File: config.mk
export PLATFORM = sky130hd
export DESIGN_NAME = xbar_scheduler_flat
export DESIGN_NICKNAME = d
export VERILOG_FILES = /design/src/rtl/xbar_pkg.sv /design/src/rtl/xbar_scheduler_if.sv /design/src/rtl/rr_arbiter4.sv /design/src/rtl/xbar_scheduler.sv /design/src/flat_wrapper.sv
export SDC_FILE = /design/constraint.sdc
export NUM_CORES = 1
export LEC_CHECK = 0
export BUFFER_PORTS_ARGS = -buffer_cell sky130_fd_sc_hd__buf_2
export CORE_ASPECT_RATIO = 0.9
export CORE_UTILIZATION = 61
export DETAILED_ROUTE_END_ITERATION = 7
export PLACE_DENSITY = 0.87
export SLEW_MARGIN = 40
export SYNTH_ARGS = -nofsm -noshare
export SYNTH_HDL_FRONTEND = slang
export SYNTH_SLANG_ARGS = --single-unit
File: constraint.sdc
create_clock -name clk -period 4.1 [get_ports clk]
set_input_delay 0.205 -clock clk [delete_from_list [all_inputs] [get_ports clk]]
set_output_delay 0.205 -clock clk [all_outputs]
set_load 0.05 [all_outputs]
File: src/rtl/xbar_pkg.sv
// xbar_pkg: constants, types and helpers shared by the crossbar scheduler.
//   N_PORTS     - number of crossbar input and output ports
//   PORT_W      - width of a port index
//   CNT_W       - width of one per-output contention counter
//   port_idx_t  - port index type
//   rr_next     - next round-robin index after a winner, wrapping mod N_PORTS
//   two_or_more - true when a request vector has at least two bits set
package xbar_pkg;

  localparam int N_PORTS = 4;
  localparam int PORT_W  = 2;
  localparam int CNT_W   = 16;

  typedef logic [PORT_W-1:0] port_idx_t;

  function automatic port_idx_t rr_next(input port_idx_t idx);
    return port_idx_t'((int'(idx) + 1) % N_PORTS);
  endfunction

  function automatic logic two_or_more(input logic [N_PORTS-1:0] vec);
    int ones;
    ones = 0;
    for (int i = 0; i < N_PORTS; i++) begin
      ones = ones + int'(vec[i]);
    end
    return (ones >= 2);
  endfunction

endpackage

File: src/rtl/xbar_scheduler_if.sv
// xbar_scheduler_if: groups the scheduler's request, crossbar-control and
// statistics signals.
//   req_valid      - per input: a cell is waiting
//   req_port       - per input: destination output (PORT_W bits per input)
//   out_ready      - per output: can accept a cell this cycle
//   out_enable     - per output: administratively enabled
//   clr_stats      - synchronous clear of all contention counters
//   grant          - per input: cell transfers at this rising edge
//   xbar_valid     - crossbar valid_in (equals grant)
//   xbar_port      - crossbar out_port (req_port where granted, else 0)
//   contention_cnt - CNT_W bits per output, saturating contention counters
// Modports: master drives requests (queues / bench), slave is the scheduler.
interface xbar_scheduler_if;
  import xbar_pkg::*;

  logic [N_PORTS-1:0]        req_valid;
  logic [N_PORTS*PORT_W-1:0] req_port;
  logic [N_PORTS-1:0]        out_ready;
  logic [N_PORTS-1:0]        out_enable;
  logic                      clr_stats;
  logic [N_PORTS-1:0]        grant;
  logic [N_PORTS-1:0]        xbar_valid;
  logic [N_PORTS*PORT_W-1:0] xbar_port;
  logic [N_PORTS*CNT_W-1:0]  contention_cnt;

  modport master (
    output req_valid, req_port, out_ready, out_enable, clr_stats,
    input  grant, xbar_valid, xbar_port, contention_cnt
  );

  modport slave (
    input  req_valid, req_port, out_ready, out_enable, clr_stats,
    output grant, xbar_valid, xbar_port, contention_cnt
  );

endinterface

File: src/rtl/rr_arbiter4.sv
// rr_arbiter4: four-requester round-robin arbiter for one crossbar output.
//   clk, rst_n - clock and asynchronous active-low reset
//   req        - one bit per input currently requesting this output
//   enable     - output is ready and enabled; no grant when low
//   gnt        - one-hot grant (or zero), combinational in the same cycle
// The search starts at the pointer and wraps; after a grant the pointer moves
// to the input just past the winner, and it holds when nothing is granted.
module rr_arbiter4 import xbar_pkg::*; (
  input  logic               clk,
  input  logic               rst_n,
  input  logic [N_PORTS-1:0] req,
  input  logic               enable,
  output logic [N_PORTS-1:0] gnt
);

  port_idx_t ptr;
  port_idx_t idx;
  port_idx_t win_idx;
  logic      found;

  // Scan from ptr upward; PORT_W-bit addition wraps naturally at N_PORTS.
  always_comb begin
    gnt     = '0;
    idx     = ptr;
    win_idx = ptr;
    found   = 1'b0;
    for (int off = 0; off < N_PORTS; off++) begin
      idx = ptr + port_idx_t'(off);
      if (enable && !found && req[idx]) begin
        found   = 1'b1;
        win_idx = idx;
      end
    end
    if (found) begin
      gnt[win_idx] = 1'b1;
    end
  end

  always_ff @(posedge clk or negedge rst_n) begin
    if (!rst_n) begin
      ptr <= '0;
    end else if (found) begin
      ptr <= rr_next(win_idx);
    end
  end

endmodule

File: src/rtl/xbar_scheduler.sv
// xbar_scheduler: conflict-free scheduler in front of the 4x4 cell crossbar.
//   clk, rst_n - clock and asynchronous active-low reset
//   bus        - xbar_scheduler_if.slave: requests, output qualifiers,
//                grants, crossbar controls and contention statistics
// Each output owns a round-robin arbiter fed by the decoded destination of
// every valid input. Because an input names exactly one output, OR-ing the
// per-output grants yields at most one grant per input.
module xbar_scheduler import xbar_pkg::*; (
  input  logic             clk,
  input  logic             rst_n,
  xbar_scheduler_if.slave  bus
);

  logic [N_PORTS-1:0]        out_req [N_PORTS];
  logic [N_PORTS-1:0]        out_gnt [N_PORTS];
  logic [N_PORTS-1:0]        arb_en;
  logic [N_PORTS-1:0]        grant_w;
  logic [N_PORTS*PORT_W-1:0] port_w;
  logic [CNT_W-1:0]          cnt_q [N_PORTS];
  logic [N_PORTS*CNT_W-1:0]  cnt_flat;

  // out_req[j][i]: input i has a valid cell destined for output j.
  always_comb begin
    for (int j = 0; j < N_PORTS; j++) begin
      out_req[j] = '0;
      for (int i = 0; i < N_PORTS; i++) begin
        out_req[j][i] = bus.req_valid[i] &&
                        (bus.req_port[i*PORT_W +: PORT_W] == port_idx_t'(j));
      end
    end
  end

  assign arb_en = bus.out_ready & bus.out_enable;

  for (genvar j = 0; j < N_PORTS; j++) begin : g_arb
    rr_arbiter4 u_arb (
      .clk    (clk),
      .rst_n  (rst_n),
      .req    (out_req[j]),
      .enable (arb_en[j]),
      .gnt    (out_gnt[j])
    );
  end

  always_comb begin
    grant_w = '0;
    for (int j = 0; j < N_PORTS; j++) begin
      grant_w = grant_w | out_gnt[j];
    end
  end

  // Only granted inputs pass their destination to the crossbar.
  always_comb begin
    port_w = '0;
    for (int i = 0; i < N_PORTS; i++) begin
      if (grant_w[i]) begin
        port_w[i*PORT_W +: PORT_W] = bus.req_port[i*PORT_W +: PORT_W];
      end
    end
  end

  assign bus.grant      = grant_w;
  assign bus.xbar_valid = grant_w;
  assign bus.xbar_port  = port_w;

  // Contention is counted whether or not the output can accept, saturates at
  // all-ones, and a clear takes priority over a same-cycle increment.
  for (genvar j = 0; j < N_PORTS; j++) begin : g_cnt
    always_ff @(posedge clk or negedge rst_n) begin
      if (!rst_n) begin
        cnt_q[j] <= '0;
      end else if (bus.clr_stats) begin
        cnt_q[j] <= '0;
      end else if (two_or_more(out_req[j]) && (cnt_q[j] != '1)) begin
        cnt_q[j] <= cnt_q[j] + CNT_W'(1);
      end
    end
  end

  always_comb begin
    cnt_flat = '0;
    for (int j = 0; j < N_PORTS; j++) begin
      cnt_flat[j*CNT_W +: CNT_W] = cnt_q[j];
    end
  end

  assign bus.contention_cnt = cnt_flat;

endmodule

File: src/flat_wrapper.sv
// flat-port wrapper written by rule: the top's interface ports become plain ports
module xbar_scheduler_flat import xbar_pkg::*;
  (clk, rst_n, bus_req_valid, bus_req_port, bus_out_ready, bus_out_enable, bus_clr_stats, bus_grant, bus_xbar_valid, bus_xbar_port, bus_contention_cnt);
  xbar_scheduler_if bus_i ();
  input  logic clk;
  input  logic rst_n;
  input wire logic [$bits(bus_i.req_valid)-1:0] bus_req_valid;
  input wire logic [$bits(bus_i.req_port)-1:0] bus_req_port;
  input wire logic [$bits(bus_i.out_ready)-1:0] bus_out_ready;
  input wire logic [$bits(bus_i.out_enable)-1:0] bus_out_enable;
  input wire logic [$bits(bus_i.clr_stats)-1:0] bus_clr_stats;
  output wire logic [$bits(bus_i.grant)-1:0] bus_grant;
  output wire logic [$bits(bus_i.xbar_valid)-1:0] bus_xbar_valid;
  output wire logic [$bits(bus_i.xbar_port)-1:0] bus_xbar_port;
  output wire logic [$bits(bus_i.contention_cnt)-1:0] bus_contention_cnt;
  assign bus_i.req_valid = bus_req_valid;
  assign bus_i.req_port = bus_req_port;
  assign bus_i.out_ready = bus_out_ready;
  assign bus_i.out_enable = bus_out_enable;
  assign bus_i.clr_stats = bus_clr_stats;
  assign bus_grant = bus_i.grant;
  assign bus_xbar_valid = bus_i.xbar_valid;
  assign bus_xbar_port = bus_i.xbar_port;
  assign bus_contention_cnt = bus_i.contention_cnt;
  xbar_scheduler u_core (.clk(clk), .rst_n(rst_n), .bus(bus_i));
endmodule
==> impl_metrics.toml, run 1 <==
[synth]
async_flop_share_pct = 100.0
syn-cell-area_sq_um = 5266
synthFlopType = "dfrtp_1"
synth_top_area_share_pct = 34.21
synth-edff-count = 0
ys_seq_area_share_pct = 34.21
ys_top_cells_by_area = "dfrtp_1 (34%), ha_1 (6.2%), xor2_1 (6.0%), nor2_1 (4.9%), nand3_1 (3.4%)"
synth_top_area_cell = "dfrtp_1"
ys.warnings.count = 0
synth.distinct_cells = 77
syn-num-nets = 655
syn_avg_cell_area_sq_um = 8.690
ys_seq_elements = 72
syn_inst = 606

[floorplan]
start_util_pct = 64.04
die_h_um = 90.15
die-area_sq_um = 9009
die_width_um = 99.94
rows = 31
ios = 103
core_sq_um = 8223

[power]
p_sw_uw = 955.5
pwr-share-comb_pct = 36.9
intPower_mw = 1.364
pwr-share-clk_pct = 24.2
powerDensity_nw_per_um2 = 387.4
sw_frac_of_total_pct = 41.20
p_leak_nw = 2.841
irDropWorstVdd_mv = 0.2152
pwr-share-seq_pct = 39.0
finalPower_mw = 2.319

[clocking]
htreeDepth = 3
cts_buffers = 9
ctsResizeCount = 0
cts_max_path_buffers = 2
cts_root_buffer = "clkbuf_8"
cts_tree = "yes"
clk_latency_ns = 0.34
clkSinkCount = 72
path_clk_slew_ns = 0.07

[routing]
drtIter0Drc = 341
drc_errors = 0
vias = 4972
drt_first_pass_iters = 5
ant_nets = 0
routedWlPerCell_um = 16.10
vias_per_cell = 6.138
routed_wl_mm = 13.04

[final_layout]
num-nets-final = 739
diodes = 0
synthToLayoutAreaGrowth_pct = 13.68
drive_gt1_share_pct = 20.29
seq_area_sq_um = 1802
finalInstanceArea_sq_um = 5987
final_common_cell = "buf_2"
multi_input_area_sq_um = 3213
nFillCells = 641
final_cell_mix = "buf_2 (100), dfrtp_1 (72), nor2_1 (69), nand2_1 (42)"
final_util_pct = 72.81

[worst_hold_path]
hp-class = "primary input to register"
min_path_cells = 3

[global_routing]
overflow = 0
grt.total_usage_pct = 30.46
antenna_found_initial = 0
grt_pass1_vias = 4656
grt_max_degree = 65
grt_pass1_wl_mm = 22.11

[sta]
final-hold-violation-count = 0
setup_viol = 0
fmax_ghz = 0.2817
slew_headroom_pct = 54.09
slew_violations = 0
final.setup_skew_ns = 0.007275
rsz0062_at_grt = "false"
fin_crit_sh_pct = 86.58
max_slew.worst_pin.slew_ns = 0.6886
min_period_ns = 3.550
fin_setup_tns_ns = 0

[critical_path]
critPathKind = "register to primary output"
path_delay_family = "simple AND/OR/NAND/NOR gates"
r2r_setup_slack_ns = 1.39
critPathLaunchType = "register"
slowest_stage = "or4b_2"
crit_fanout = 14
max_stage_delay_ns = 0.66
crit_arrival_ns = 3.34
critPathCaptureType = "primary output"
crit_buf_inv = 2
crit_cells = 12
cp_data_required_time_ns = 3.89
worstRegToRegCells = 8
crit_chain = "or4b_2 -> nand4_1 -> a21o_1 -> nand2_1 -> a32o_1 -> a22oi_1 -> ha_1 -> inv_1 -> o21ai_1 -> a221oi_2 -> nor2b_1 -> buf_2"

[placed_design]
post-dp-hpwl_mm = 9.444
dpl-instance-area_sq_um = 5779
portBuffers = 102
gp_congestion = 0.8551

[status]
status = "finished clean"

[job]
maxCapViolations = 0
state kept, by name, summed over array words and instances (netlist names):
register / flops
u_core.g_arb.u_arb.ptr: 8
u_core.bus.contention_cnt: 64
what timing repair did:
item                      in CTS  in global routing
hold endpoints to repair      41                  0
setup buffers                  0                  0
hold buffers                   1                  0
cell type report:
class	instances	share of cell area, %
multi-input cells	477	53.67
flip-flops and latches	72	30.09
repair buffers	104	8.903
well taps	115	2.403
clock buffers	11	2.362
inverters	26	1.630
clock inverters	5	0.9404
power by group through the flow:
stage          combinational (mW)  clock, mW  sequential, mW
2_1_floorplan               0.765          0           0.811
3_3_place_gp                0.817          0           0.904
3_5_place_dp                0.843          0           0.910
4_1_cts                     0.849      0.577           0.897
5_1_grt                     0.932      0.606           0.918
6_report                    0.855      0.560           0.904
worst register-to-register path: cells and delay by family (launching register included):
family,cells,cell delay (ns)
and+or+nand+nor,3,0.89
adders and majority gates,1,0.29
muxes,1,0.26
DFF,1,0.53
AOI/OAI and AO/OA,3,0.63
layer usage:
metal,share of wire (%),up-vias,track usage [%]
li1,-,2357,-
met1,43,2372,40.50
met2,48,203,48.68
met3,6.1,40,5.754
met4,3.0,0,12.62
met5,0,-,0
per-stage QoR:
| stage | instances | worst slack (ns) | hold WS (ns) |
|---|---|---|---|
| 5_1_grt | 810 | 0.3616 | 0.3496 |
| 2_1_floorplan | 606 | 1.014 | -0.09059 |
| 3_5_place_dp | 793 | 0.9398 | 0.2309 |
| 3_3_place_gp | 793 | 1.052 | 0.4112 |
| 4_1_cts | 810 | 0.5588 | 0.3073 |
| 6_report | 810 | 0.5501 | 0.3285 |
synth_stat cells (5+ instances only):
cell and count:
buf_4 5, xor2_1 36, mux2i_1 10, ha_1 26, o21ai_0 21, o22ai_1 5
or3_1 12, dfrtp_1 72, and4_1 6, o211ai_1 5, a211oi_1 6, xnor2_1 20
nor2b_1 9, buf_2 9, nor2_1 69, a31oi_1 9, and3_1 9, a21oi_1 23
nand4_1 24, a22oi_1 6, nor3_1 11, nand2_1 42, nand3b_1 8, inv_1 23
nand3_1 36, clkbuf_1 14
kinds of logic after synthesis:
family	Yosys count	share of synthesized area, %
AND/OR/NAND/NOR	261	26.66
AO/OA/AOI/OAI	120	16.04
flip-flops	72	34.21
buffers and inverters	57	4.775
XOR/XNOR	56	9.313
adder cells (fa/ha/maj)	26	6.177
multiplexers	14	2.827
final timing paths:
kind                                          startpoint                             to
setup / recovery            u_core.g_arb[0].u_arb.ptr[1]               bus_xbar_port[3]
hold / removal                         bus_out_enable[2]   u_core.g_arb[2].u_arb.ptr[0]
setup reg to reg            u_core.g_arb[0].u_arb.ptr[1]   u_core.g_arb[0].u_arb.ptr[1]
hold reg to reg            u_core.bus.contention_cnt[37]  u_core.bus.contention_cnt[37]
max in group asynchronous                          rst_n  u_core.bus.contention_cnt[60]
min in group asynchronous                          rst_n  u_core.bus.contention_cnt[18]
Power figures use the tool's default switching activity.
==> inputs of run 2 (changes only) <==
==> constraint.sdc (replaced) <==
create_clock -name clk -period 4.1 [get_ports clk]
set_input_delay 0.41 -clock clk [delete_from_list [all_inputs] [get_ports clk]]
set_output_delay 0.41 -clock clk [all_outputs]
set_load 0.05 [all_outputs]
==> run 2 against run 1 <==
Sequential share of layout area increased by 0.082 points. Cell area decreased by 0.27%. Cell count decreased by 0.12%. Register-to-register slack improved by 0.02 ns. Utilization decreased by 0.20 points. Critical path depth unchanged. Routed wire length decreased by 4.1%. Global-route usage decreased by 1.9 points. Critical path type unchanged. Critical endpoint is now bus_xbar_port[6]. Largest cell class unchanged. Largest power group unchanged.
==> impl_metrics.toml, run 2 (same netlist as run 1, synthesis figures left out) <==
[status]
status = "finished clean"

[floorplan]
die_width_um = 99.94
die_h_um = 90.15
ios = 103
core_sq_um = 8223
rows = 31
die-area_sq_um = 9009
start_util_pct = 64.04

[placed_design]
gp_congestion = 0.9190
portBuffers = 102
post-dp-hpwl_mm = 8.973

[sta]
slew_headroom_pct = 56.99
setup_viol = 0
final.setup_skew_ns = 0.01326
rsz0062_at_grt = "false"
fmax_ghz = 0.2686
min_period_ns = 3.723
fin_crit_sh_pct = 90.80
slew_violations = 0
fin_setup_tns_ns = 0
max_slew.worst_pin.slew_ns = 0.6445
final-hold-violation-count = 0

[final_layout]
multi_input_area_sq_um = 3213
seq_area_sq_um = 1802
final_util_pct = 72.61
nFillCells = 657
num-nets-final = 738
drive_gt1_share_pct = 20.46
final_cell_mix = "buf_2 (100), dfrtp_1 (72), nor2_1 (69), nand2_1 (42)"
largest_reg_flops = 64
final_common_cell = "buf_2"
diodes = 0
synthToLayoutAreaGrowth_pct = 13.38

[worst_hold_path]
hp-class = "primary input to async pin"

[critical_path]
crit-reg2reg-launch = "u_core.g_arb[0].u_arb.ptr[1]"
cp_data_required_time_ns = 3.69
critPathKind = "register to primary output"
critPathLaunchType = "register"
crit_fanout = 14
critPathCaptureType = "primary output"
crit_start = "u_core.g_arb[0].u_arb.ptr[1]"
crit_arrival_ns = 3.31

[job]
maxCapViolations = 0

[routing]
drt_first_pass_iters = 5
drc_errors = 0
routedWlPerCell_um = 15.46
routed_wl_mm = 12.51
ant_nets = 0
vias_per_cell = 6.043
vias = 4889
drtIter0Drc = 270

[clocking]
cts_max_path_buffers = 2
htreeDepth = 3
clkSinkCount = 72
holdBufCountCts = 0
cts_root_buffer = "clkbuf_8"
ctsResizeCount = 0
path_clk_slew_ns = 0.08
cts_tree = "yes"
cts_buffers = 9
cts_setup_buffers = 0
clk_latency_ns = 0.35

[global_routing]
grt_max_degree = 65
antenna_found_initial = 0
grt_pass1_wl_mm = 20.89
grt.total_usage_pct = 28.54
overflow = 0
grt_pass1_vias = 4522

[power]
powerDensity_nw_per_um2 = 382.2
irDropWorstVdd_mv = 0.1895
p_leak_nw = 2.826
==> run 2: cell types whose count changed in the layout (fill, tap and decap cells not counted) <==
cell	change
inv_6	+1
clkinv_2	-2
clkbuf_1	-1
clkinvlp_4	+2
dlygate4sd3_1	-1
bufinv_16	-1
clkbuf_8	+1
==> run 2: report_power, final <==
group	internal, mW	switching [mW]	total [mW]
combinational	0.312	0.531	0.844
clock	0.256	0.280	0.535
sequential	0.751	0.152	0.903
total	1.32	0.963	2.28
==> run 2: critical path, cell delays in order, from the launching register on <==
cell and delay (ns):
dfrtp_1 0.51, or4b_2 0.65, nand4_1 0.13, a21o_1 0.12, nand2_1 0.08, a32o_1 0.25, a22oi_1 0.29, ha_1 0.25
inv_1 0.06, o21ai_1 0.18, a221oi_2 0.07, nor2b_1 0.11, buf_2 0.26
==> run 2: final timing paths <==
check / to / slack [ns] / cells past startpoint
max in group asynchronous: u_core.bus.contention_cnt[59] / 3.26 / 2
max reg2reg: u_core.g_arb[0].u_arb.ptr[1] / 1.41 / 8
min in group clk: u_core.g_arb[2].u_arb.ptr[0] / 0.55 / 3
min: u_core.bus.contention_cnt[18] / 0.03 / 1
max: bus_xbar_port[6] / 0.38 / 12
min reg2reg: u_core.bus.contention_cnt[37] / 0.56 / 2
==> run 2: layout make-up <==
type,instances,share of cell area (%)
Multi-Input combinational cell,477,53.81
Sequential cell,72,30.18
Timing Repair Buffer,103,8.759
Clock buffer,11,2.536
Tap cell,115,2.410
Inverter,26,1.635
Clock inverter,5,0.6706
==> run 2: stage by stage <==
step                worst slack [ns]  hold WS (ns)  total power, mW  instance area (sq um)  std cells
floorplan                     0.6395        0.1144            1.576                   5266        606
global placement              0.7584        0.5418            1.706                   5774        793
detailed placement            0.6059        0.4332            1.743                   5779        793
CTS                           0.3970       0.04331            2.283                   5971        809
global route                  0.1448       0.07297            2.402                   5971        809
finish                        0.3774       0.02774            2.282                   5971        809
==> run 2: metal layers <==
metal | GRT usage, % | share of wire [%]
met3 | 4.743 | 4.8
met5 | 0 | 0
met2 | 46.90 | 48
met4 | 12.38 | 2.3
met1 | 37.01 | 44
